**config.mk**
```make
export PLATFORM = sky130hd
export DESIGN_NAME = quant_stream_packer
export DESIGN_NICKNAME = d
export VERILOG_FILES = /design/src/rtl/quant_stream_packer.sv
export SDC_FILE = /design/constraint.sdc
export NUM_CORES = 1
export LEC_CHECK = 0
export ABC_CLOCK_PERIOD_IN_PS = 7100
export BUFFER_PORTS_ARGS = -buffer_cell sky130_fd_sc_hd__buf_2
export CAP_MARGIN = 25
export CELL_PAD_IN_SITES_DETAIL_PLACEMENT = 1
export CELL_PAD_IN_SITES_GLOBAL_PLACEMENT = 2
export CORE_MARGIN = 1.5
export CORE_UTILIZATION = 40
export CTS_BUF_LIST = sky130_fd_sc_hd__clkbuf_8 sky130_fd_sc_hd__clkbuf_16
export CTS_CLUSTER_SIZE = 30
export DETAILED_ROUTE_END_ITERATION = 7
export GPL_TIMING_DRIVEN = 0
export PLACE_DENSITY = 0.67
export SYNTH_ARGS = -nofsm -noshare
export SYNTH_HDL_FRONTEND = slang
export SYNTH_SLANG_ARGS = --single-unit
```
**constraint.sdc**
```tcl
create_clock -name clk -period 7.1 [get_ports clk]
set_input_delay 0.71 -clock clk [delete_from_list [all_inputs] [get_ports clk]]
set_output_delay 0.71 -clock clk [all_outputs]
set_load 0.1 [all_outputs]
```
**src/rtl/quant_stream_packer.sv**
```systemverilog
// Purpose: buffers quantized INT8 vectors and emits them as one AXI4-Stream frame with TLAST, plus status.
// Latency: a vector accepted in cycle N is presented on m_axis_tvalid in cycle N+1 when the FIFO was empty.
// Backpressure: m_axis_tready stalls are absorbed by the FIFO; upstream cannot stall, so excess vectors are dropped and flagged.
module quant_stream_packer #(
  parameter int ARRAY_COLS = 8,
  parameter int OUT_WIDTH  = 8,
  parameter int FIFO_DEPTH = 16,
  parameter int LEN_WIDTH  = 16
) (
  input  logic                            clk,
  input  logic                            rst_n,
  input  logic                            start,
  input  logic [LEN_WIDTH-1:0]            frame_len,
  input  logic                            abort,
  input  logic [OUT_WIDTH*ARRAY_COLS-1:0] quant_out_packed,
  input  logic                            quant_valid,
  input  logic                            any_saturated,
  output logic [OUT_WIDTH*ARRAY_COLS-1:0] m_axis_tdata,
  output logic                            m_axis_tvalid,
  input  logic                            m_axis_tready,
  output logic                            m_axis_tlast,
  output logic                            busy,
  output logic                            done,
  output logic                            overflow,
  output logic                            overrun,
  output logic [LEN_WIDTH-1:0]            sat_count,
  output logic [$clog2(FIFO_DEPTH):0]     fifo_level
);

  localparam int DW    = OUT_WIDTH * ARRAY_COLS;
  localparam int PTR_W = $clog2(FIFO_DEPTH);
  localparam int LVL_W = PTR_W + 1;

  typedef enum logic {IDLE, RUN} state_t;

  state_t               state_q, state_d;
  logic [DW-1:0]        mem [FIFO_DEPTH];
  logic [PTR_W-1:0]     wr_ptr, rd_ptr;
  logic [LVL_W-1:0]     level;
  logic [LEN_WIDTH-1:0] frame_len_q;
  logic [LEN_WIDTH-1:0] in_cnt;
  logic [LEN_WIDTH-1:0] out_cnt;
  logic [LEN_WIDTH-1:0] sat_cnt_q;
  logic                 overflow_q, overrun_q, done_q, done_d;

  logic run, fifo_full, fifo_empty, pop, room, want, push;
  logic drop_full, drop_idle, last_beat, last_hs;
  logic start_ok, start_frame, start_zero;

  // Handshake and acceptance qualifiers shared by the FSM, FIFO and counters.
  always_comb begin
    run         = (state_q == RUN);
    fifo_full   = (level == LVL_W'(FIFO_DEPTH));
    fifo_empty  = (level == '0);
    pop         = !fifo_empty && m_axis_tready;
    // A full FIFO can still take a word when the head leaves in the same cycle.
    room        = !fifo_full || pop;
    want        = run && quant_valid && (in_cnt < frame_len_q);
    push        = want && room && !abort;
    drop_full   = want && !room && !abort;
    drop_idle   = quant_valid && (!run || (in_cnt == frame_len_q)) && !abort;
    last_beat   = run && (out_cnt == (frame_len_q - LEN_WIDTH'(1)));
    last_hs     = pop && last_beat;
    // start is only honoured from IDLE and always loses to abort.
    start_ok    = start && !abort && !run;
    start_frame = start_ok && (frame_len != '0);
    start_zero  = start_ok && (frame_len == '0);
  end

  // Next-state and done-pulse decode; abort overrides every transition.
  always_comb begin
    state_d = state_q;
    done_d  = 1'b0;
    case (state_q)
      IDLE: begin
        if (start_frame) state_d = RUN;
        if (start_zero)  done_d  = 1'b1;
      end
      RUN: begin
        if (last_hs) begin
          state_d = IDLE;
          done_d  = 1'b1;
        end
      end
      default: state_d = IDLE;
    endcase
    if (abort) begin
      state_d = IDLE;
      done_d  = 1'b0;
    end
  end

  // State register and registered done pulse.
  always_ff @(posedge clk or negedge rst_n) begin
    if (!rst_n) begin
      state_q <= IDLE;
      done_q  <= 1'b0;
    end else begin
      state_q <= state_d;
      done_q  <= done_d;
    end
  end

  // FIFO payload storage; contents are don't-care while the entry is not valid.
  always_ff @(posedge clk) begin
    if (push) mem[wr_ptr] <= quant_out_packed;
  end

  // FIFO pointers and occupancy; abort discards everything buffered.
  always_ff @(posedge clk or negedge rst_n) begin
    if (!rst_n) begin
      wr_ptr <= '0;
      rd_ptr <= '0;
      level  <= '0;
    end else if (abort) begin
      wr_ptr <= '0;
      rd_ptr <= '0;
      level  <= '0;
    end else begin
      if (push) wr_ptr <= wr_ptr + PTR_W'(1);
      if (pop)  rd_ptr <= rd_ptr + PTR_W'(1);
      case ({push, pop})
        2'b10:   level <= level + LVL_W'(1);
        2'b01:   level <= level - LVL_W'(1);
        default: level <= level;
      endcase
    end
  end

  // Frame length latch plus input/output beat counters.
  always_ff @(posedge clk or negedge rst_n) begin
    if (!rst_n) begin
      frame_len_q <= '0;
      in_cnt      <= '0;
      out_cnt     <= '0;
    end else if (start_frame) begin
      frame_len_q <= frame_len;
      in_cnt      <= '0;
      out_cnt     <= '0;
    end else if (!abort) begin
      if (push) in_cnt  <= in_cnt + LEN_WIDTH'(1);
      if (pop)  out_cnt <= out_cnt + LEN_WIDTH'(1);
    end
  end

  // Saturated-vector counter, stops at all-ones rather than wrapping.
  always_ff @(posedge clk or negedge rst_n) begin
    if (!rst_n) begin
      sat_cnt_q <= '0;
    end else if (start_ok) begin
      sat_cnt_q <= '0;
    end else if (push && any_saturated && (sat_cnt_q != '1)) begin
      sat_cnt_q <= sat_cnt_q + LEN_WIDTH'(1);
    end
  end

  // Sticky drop flags; a vector arriving with start is still an IDLE drop.
  always_ff @(posedge clk or negedge rst_n) begin
    if (!rst_n) begin
      overflow_q <= 1'b0;
      overrun_q  <= 1'b0;
    end else if (start_ok) begin
      overflow_q <= 1'b0;
      overrun_q  <= quant_valid;
    end else begin
      if (drop_full) overflow_q <= 1'b1;
      if (drop_idle) overrun_q  <= 1'b1;
    end
  end

  assign m_axis_tvalid = !fifo_empty;
  assign m_axis_tdata  = fifo_empty ? '0 : mem[rd_ptr];
  assign m_axis_tlast  = !fifo_empty && last_beat;
  assign busy          = run;
  assign done          = done_q;
  assign overflow      = overflow_q;
  assign overrun       = overrun_q;
  assign sat_count     = sat_cnt_q;
  assign fifo_level    = level;

endmodule
```
==> results of run 1 <==
==> per-layer routing <==
layer	global-route usage	vias up
li1	-	9277
met1	0.2840	11917
met2	0.3457	601
met3	0.03837	181
met4	0.04778	20
met5	0	-
==> worst max-delay path by stage <==
stage	to	slack [ns]
final	m_axis_tdata[44]	1.80
after global routing	m_axis_tdata[44]	1.66
after CTS	m_axis_tdata[48]	1.62
after detailed placement	mem[13][33]	2.36
after global placement	mem[6][36]	-3.10
after floorplan	mem[12][0]	1.52
==> report_power, final <==
group	leakage, nW	total (mW)	switching, mW	internal, mW
Sequential	10.3	7.23	0.0643	7.17
Combinational	4.64	4.16	2.94	1.22
Clock	1.83	5.80	2.51	3.29
==> registers in the layout, summed over array words and instances, names as in the netlist <==
| signal | cells |
|---|---|
| rd_ptr | 4 |
| mem | 1024 |
| in_cnt | 16 |
| busy | 1 |
| fifo_level | 5 |
| out_cnt | 16 |
| sat_count | 16 |
| done | 1 |
| frame_len_q | 16 |
| wr_ptr | 4 |
| overrun | 1 |
| overflow | 1 |
==> logic make-up after synthesis <==
group	after synthesis	share of synthesized area
flip-flops	1105	0.7493
multiplexers	329	0.1668
AND/OR/NAND/NOR	319	0.03939
buffers and inverters	130	0.01144
AO/OA/AOI/OAI	92	0.01333
XOR/XNOR	56	0.01121
adder cells (fa/ha/maj)	29	0.008467
==> metrics by stage <==
stage | setup slack (ns) | power [mW] | utilization | setup TNS [ns]
after floorplan | 1.523 | 10.39 | - | 0
after detailed placement | 2.363 | 11.57 | 0.4420 | 0
final | 1.804 | 17.19 | 0.4760 | 0
after CTS | 1.619 | 17.37 | 0.4753 | 0
after global placement | -3.103 | 11.42 | 0.4268 | -2972.35
after global routing | 1.663 | 17.74 | 0.4760 | 0
==> cells in the final DEF (no fill, tap or decap), types with 43 or more instances in the layout <==
cell	synthesis	routed
clkbuf_1	70	70
nand2_1	59	59
buf_2	7	183
buf_12	0	43
nor2_1	67	51
mux4_2	320	320
and2_1	74	74
clkbuf_16	0	112
inv_1	30	48
edfxtp_1	1024	1024
dfrtp_1	81	81
==> cell type report <==
type / count / area [um2]
Multi-Input combinational cell: 825 / 10580
Clock buffer: 114 / 2830
Fill cell: 9898 / 56960
Buffer: 99 / 384.1
Tap cell: 1414 / 1769
Timing Repair Buffer: 261 / 2502
Sequential cell: 1105 / 32780
Antenna cell: 2 / 5.005
Clock inverter: 89 / 775.7
Inverter: 31 / 116.4
==> critical path, cell delays in order, from the launching register on <==
cell,delay (ns)
dfrtp_1,0.36
clkbuf_1,0.44
clkbuf_1,0.84
clkbuf_1,0.78
mux4_2,0.45
mux4_2,0.48
and2_1,0.23
buf_2,0.31
==> impl_metrics.toml, run 1 <==
[run_status]
status = "complete, no violations"

[synthesis]
synth_edf_count = 1024
syn-num-nets = 2176
synthArstFlopShare = 0.07330
synth_common_cells = "1024 x edfxtp_1, 320 x mux4_2, 81 x dfrtp_1, 74 x and2_1, 70 x clkbuf_1"
ys_ff_latch = 1105
netlist.area_leader.share = 0.7030
yosys-top-cells-area = "edfxtp_1 70%, mux4_2 16%, dfrtp_1 4.6%"
yosysTopAreaCell = "edfxtp_1"
synth_cell_types = 59
yosysMostFrequentCell = "edfxtp_1"
synth_warnings = 0
synthCells = 2060
yosysSeqAreaShare = 0.7493
syn-mean-instance-area_um2 = 21.23
synth-main-ff-cell = "edfxtp_1"
netlist_area_um2 = 43740

[timing]
fin_crit_sh = 0.7460
finalHoldViolCount = 0
worst_pin_slew_ns = 1.054
rsz0062_at_grt = "no"
max_freq_ghz = 0.1888
hold_slack_ns = 0.2702
slew_violations = 0
min_period_ns = 5.296
slew_headroom = 0.2977
finClkSkew_ns = 0.02888
setup_viol = 0

[drt]
vias = 21996
met3WireLength_um = 5778
top_layer_used = "met5"
ant_nets = 0
drt_pass1_iterations = 5
wirelength_um = 113600
wire_per_inst_um = 28.83
wl_met2_um = 56490
drt_iter0_markers = 1808
viasPerCell = 5.583
drc = 0
wirelength_met1_um = 48790

[worst_hold_path]
worstHoldPathCells = 3
min-delay-start = "frame_len[15]"
hold_path.class = "input port to flop"
min_to = "frame_len_q[15]"

[cells_and_area]
layout.nets = 2549
drive_gt1_frac = 0.3098
finalInstanceArea_um2 = 51740
area_growth_pct = 18.30
finalNonFillerCells = 3940

[clock_network]
root_buffer = "clkbuf_16"
clk_pin_slew_ns = 0.06
ctsHoldBuffers = 1
cts.sinks = 1105
cts_buffers = 110
ctsResizeCount = 0
clockBufferDepth = 3
tritoncts = "built"
cts_setup_buffers = 0
insertion_delay_ns = 0.70
cts_htree_levels = 3

[placement]
post-place-cells = 3729
placed_cell_area_um2 = 48050
place.gp.congestion = 0.7982
dp_hpwl_um = 75500
io_buffers = 177

[floorplan]
die-area_um2 = 111300
design.core.area_um2 = 108700
rows = 121
die_x_um = 333.7
dieHeight_um = 333.7
ioPinCount = 178
initial_core_util = 0.4024

[pwr]
power_density_nw_per_um2 = 332.2
p_leak_nw = 16.77
peakVddDrop_mv = 0.2550

[grt]
grt_antenna_before_repair = 18
grt_pass1_wl_um = 166100
grt_max_degree = 50
overflow = 0
first_global_vias = 23508
track_usage = 0.2073

[setup_path]
rr_startpoint = "frame_len_q[13]"
cp.arrival_ns = 4.59
crit_fanout = 10
startpoint = "rd_ptr[1]"
rrSetupSlack_ns = 2.42
path_class = "flop to output pin"
end_kind = "output pin"
ff2ff_path_depth = 12
cp-start-kind = "flop"
worstPathRequired_ns = 6.39
r2r_end = "mem[13][34]"

[run]
cap_violations = 0
No activity file was read; power rests on OpenSTA's default activity.
==> run 2, diff against run 1 <==
--- a/config.mk
+++ b/config.mk
@@ -5,7 +5,7 @@
 export SDC_FILE = /design/constraint.sdc
 export NUM_CORES = 1
 export LEC_CHECK = 0
-export ABC_CLOCK_PERIOD_IN_PS = 7100
+export ABC_CLOCK_PERIOD_IN_PS = 4400
 export BUFFER_PORTS_ARGS = -buffer_cell sky130_fd_sc_hd__buf_2
 export CAP_MARGIN = 25
 export CELL_PAD_IN_SITES_DETAIL_PLACEMENT = 1
@@ -16,7 +16,7 @@
 export CTS_CLUSTER_SIZE = 30
 export DETAILED_ROUTE_END_ITERATION = 7
 export GPL_TIMING_DRIVEN = 0
-export PLACE_DENSITY = 0.67
+export PLACE_DENSITY = 0.7
 export SYNTH_ARGS = -nofsm -noshare
 export SYNTH_HDL_FRONTEND = slang
 export SYNTH_SLANG_ARGS = --single-unit
==> constraint.sdc (replaced) <==
create_clock -name clk -period 4.4 [get_ports clk]
set_input_delay 0.44 -clock clk [delete_from_list [all_inputs] [get_ports clk]]
set_output_delay 0.44 -clock clk [all_outputs]
set_load 0.1 [all_outputs]
==> impl_metrics.toml, run 2 (synthesis results as in run 1) <==
[timing]
fin_crit_sh = 0.9689
finClkSkew_ns = 0.05353
min_period_ns = 4.263
finalHoldViolCount = 0
max_freq_ghz = 0.2346
slew_violations = 0
hold_slack_ns = 0.05141
rsz0062_at_grt = "no"
setup_viol = 0
tns_ns = 0
worst_pin_slew_ns = 0.9749
slew_headroom = 0.3501

[run]
cap_violations = 0

[pwr]
power_density_nw_per_um2 = 529.7
pwr-share-comb = 0.242
power_mw = 27.67
internal-power_mw = 18.72
clkPwrFrac = 0.336
seqPwrFrac = 0.422
switching_power_mw = 8.953
p_leak_nw = 17.16
peakVddDrop_mv = 0.5189
sw_frac_of_total = 0.3235

[clock_network]
cts_htree_levels = 3
cts_buffers = 113
insertion_delay_ns = 0.72
tritoncts = "built"
cts.sinks = 1105
root_buffer = "clkbuf_16"
clk_pin_slew_ns = 0.06
clockBufferDepth = 3

[grt]
first_global_vias = 23924
track_usage = 0.2088
overflow = 0
grt_pass1_wl_um = 167800
grt_antenna_before_repair = 21
grt_max_degree = 65

[floorplan]
dieHeight_um = 333.7
die_x_um = 333.7
initial_core_util = 0.4024
design.core.area_um2 = 108700
ioPinCount = 178
rows = 121
die-area_um2 = 111300

[setup_path]
end_kind = "output pin"
path_class = "flop to output pin"
path_cells = "clkbuf_1 -> clkbuf_2 -> clkdlybuf4s15_2 -> mux4_2 -> mux4_2 -> and2_1 -> buf_2"
worstPathRequired_ns = 3.96
crit_top_cell = "mux4_2"
cp.arrival_ns = 3.82
max_stage_delay_ns = 0.57
cp-start-kind = "flop"
critical-path-slowest-cell = "clkdlybuf4s15_2"
crit_fanout = 10

[cells_and_area]
finalInstanceArea_um2 = 52240
area_growth_pct = 19.44
largest_reg_flops = 1024
layout.nets = 2580
drive_gt1_frac = 0.3277
layout_common_cells = "1024 x edfxtp_1, 320 x mux4_2, 186 x buf_2, 115 x clkbuf_16, 80 x dfrtp_1"
mostFrequentLayoutCell = "edfxtp_1"
fin_util = 0.4806
top_register = "mem"

[worst_hold_path]
hold_path.class = "input port to flop"

[placement]
io_buffers = 177
dp_hpwl_um = 75900
place.gp.congestion = 0.7919
placed_cell_area_um2 = 48220

[drt]
drc = 0
wire_per_inst_um = 28.97
wirelength_um = 115300
drt_iter0_markers = 2166
drt_pass1_iterations = 5
viasPerCell = 5.608
ant_nets = 0
vias = 22316

[run_status]
status = "complete, no violations"
==> run 2: final cells by class <==
| type | count | area [um2] |
|---|---|---|
| repair buffers | 290 | 2903 |
| clock buffers | 117 | 2905 |
| clock inverters | 94 | 703.2 |
| flip-flops and latches | 1105 | 32780 |
| diodes | 5 | 12.51 |
| fillers | 9901 | 56460 |
| multi-input cells | 825 | 10590 |
| plain buffers | 98 | 470.5 |
| well taps | 1414 | 1769 |
| inverters | 31 | 116.4 |
==> run 2: worst paths after layout <==
check                                 from  cells after the start  slack, ns                to
min reg2reg                   sat_count[0]                      1       0.54      sat_count[0]
min in group asynchronous            rst_n                      2       0.18        out_cnt[5]
min                           frame_len[9]                      3       0.05    frame_len_q[9]
max reg2reg                frame_len_q[13]                     17       0.30     fifo_level[4]
max in group asynchronous            rst_n                      3       3.55     sat_count[13]
max                              rd_ptr[1]                      7       0.14  m_axis_tdata[45]
==> run 2: stage by stage <==
step                      std cells  worst slack, ns
after CTS                      3973          0.01103
after global placement         3651           -5.772
after global routing           3976          0.01198
after detailed placement       3732          -0.4848
after floorplan                2060           -1.042
final                          3979           0.1370
==> run 2: per-layer routing <==
layer	share of wire	wire length (um)	up-vias	GRT usage
met5	0.0011	124	-	0
met4	0.022	2498	20	0.05077
met3	0.061	7025	179	0.04076
met2	0.50	57120	680	0.3441
met1	0.42	48520	12074	0.2872
li1	-	-	9363	-
==> run 2: power groups by stage <==
stage	Sequential, mW	Clock [mW]	Combinational, mW
final	11.7	9.30	6.70
after global routing	11.7	9.81	7.04
after CTS	11.7	9.49	6.81
after detailed placement	11.9	0	6.77
after global placement	11.9	0	6.54
after floorplan	12.0	0	4.78
==> run 2: repair_timing <==
action,in CTS,in global routing
hold endpoints to repair,92,0
resized for setup,61,14
endpoints found under the setup margin,741,42
pin swaps,12,1
setup buffers,19,1
hold buffers,12,0
==> run 2: critical path, delay by kind of cell (launching register included) <==
kind          cells  cell delay, ns
buf+inv           4            1.63
flops             1            0.36
mux               2            0.89
simple gates      1            0.21
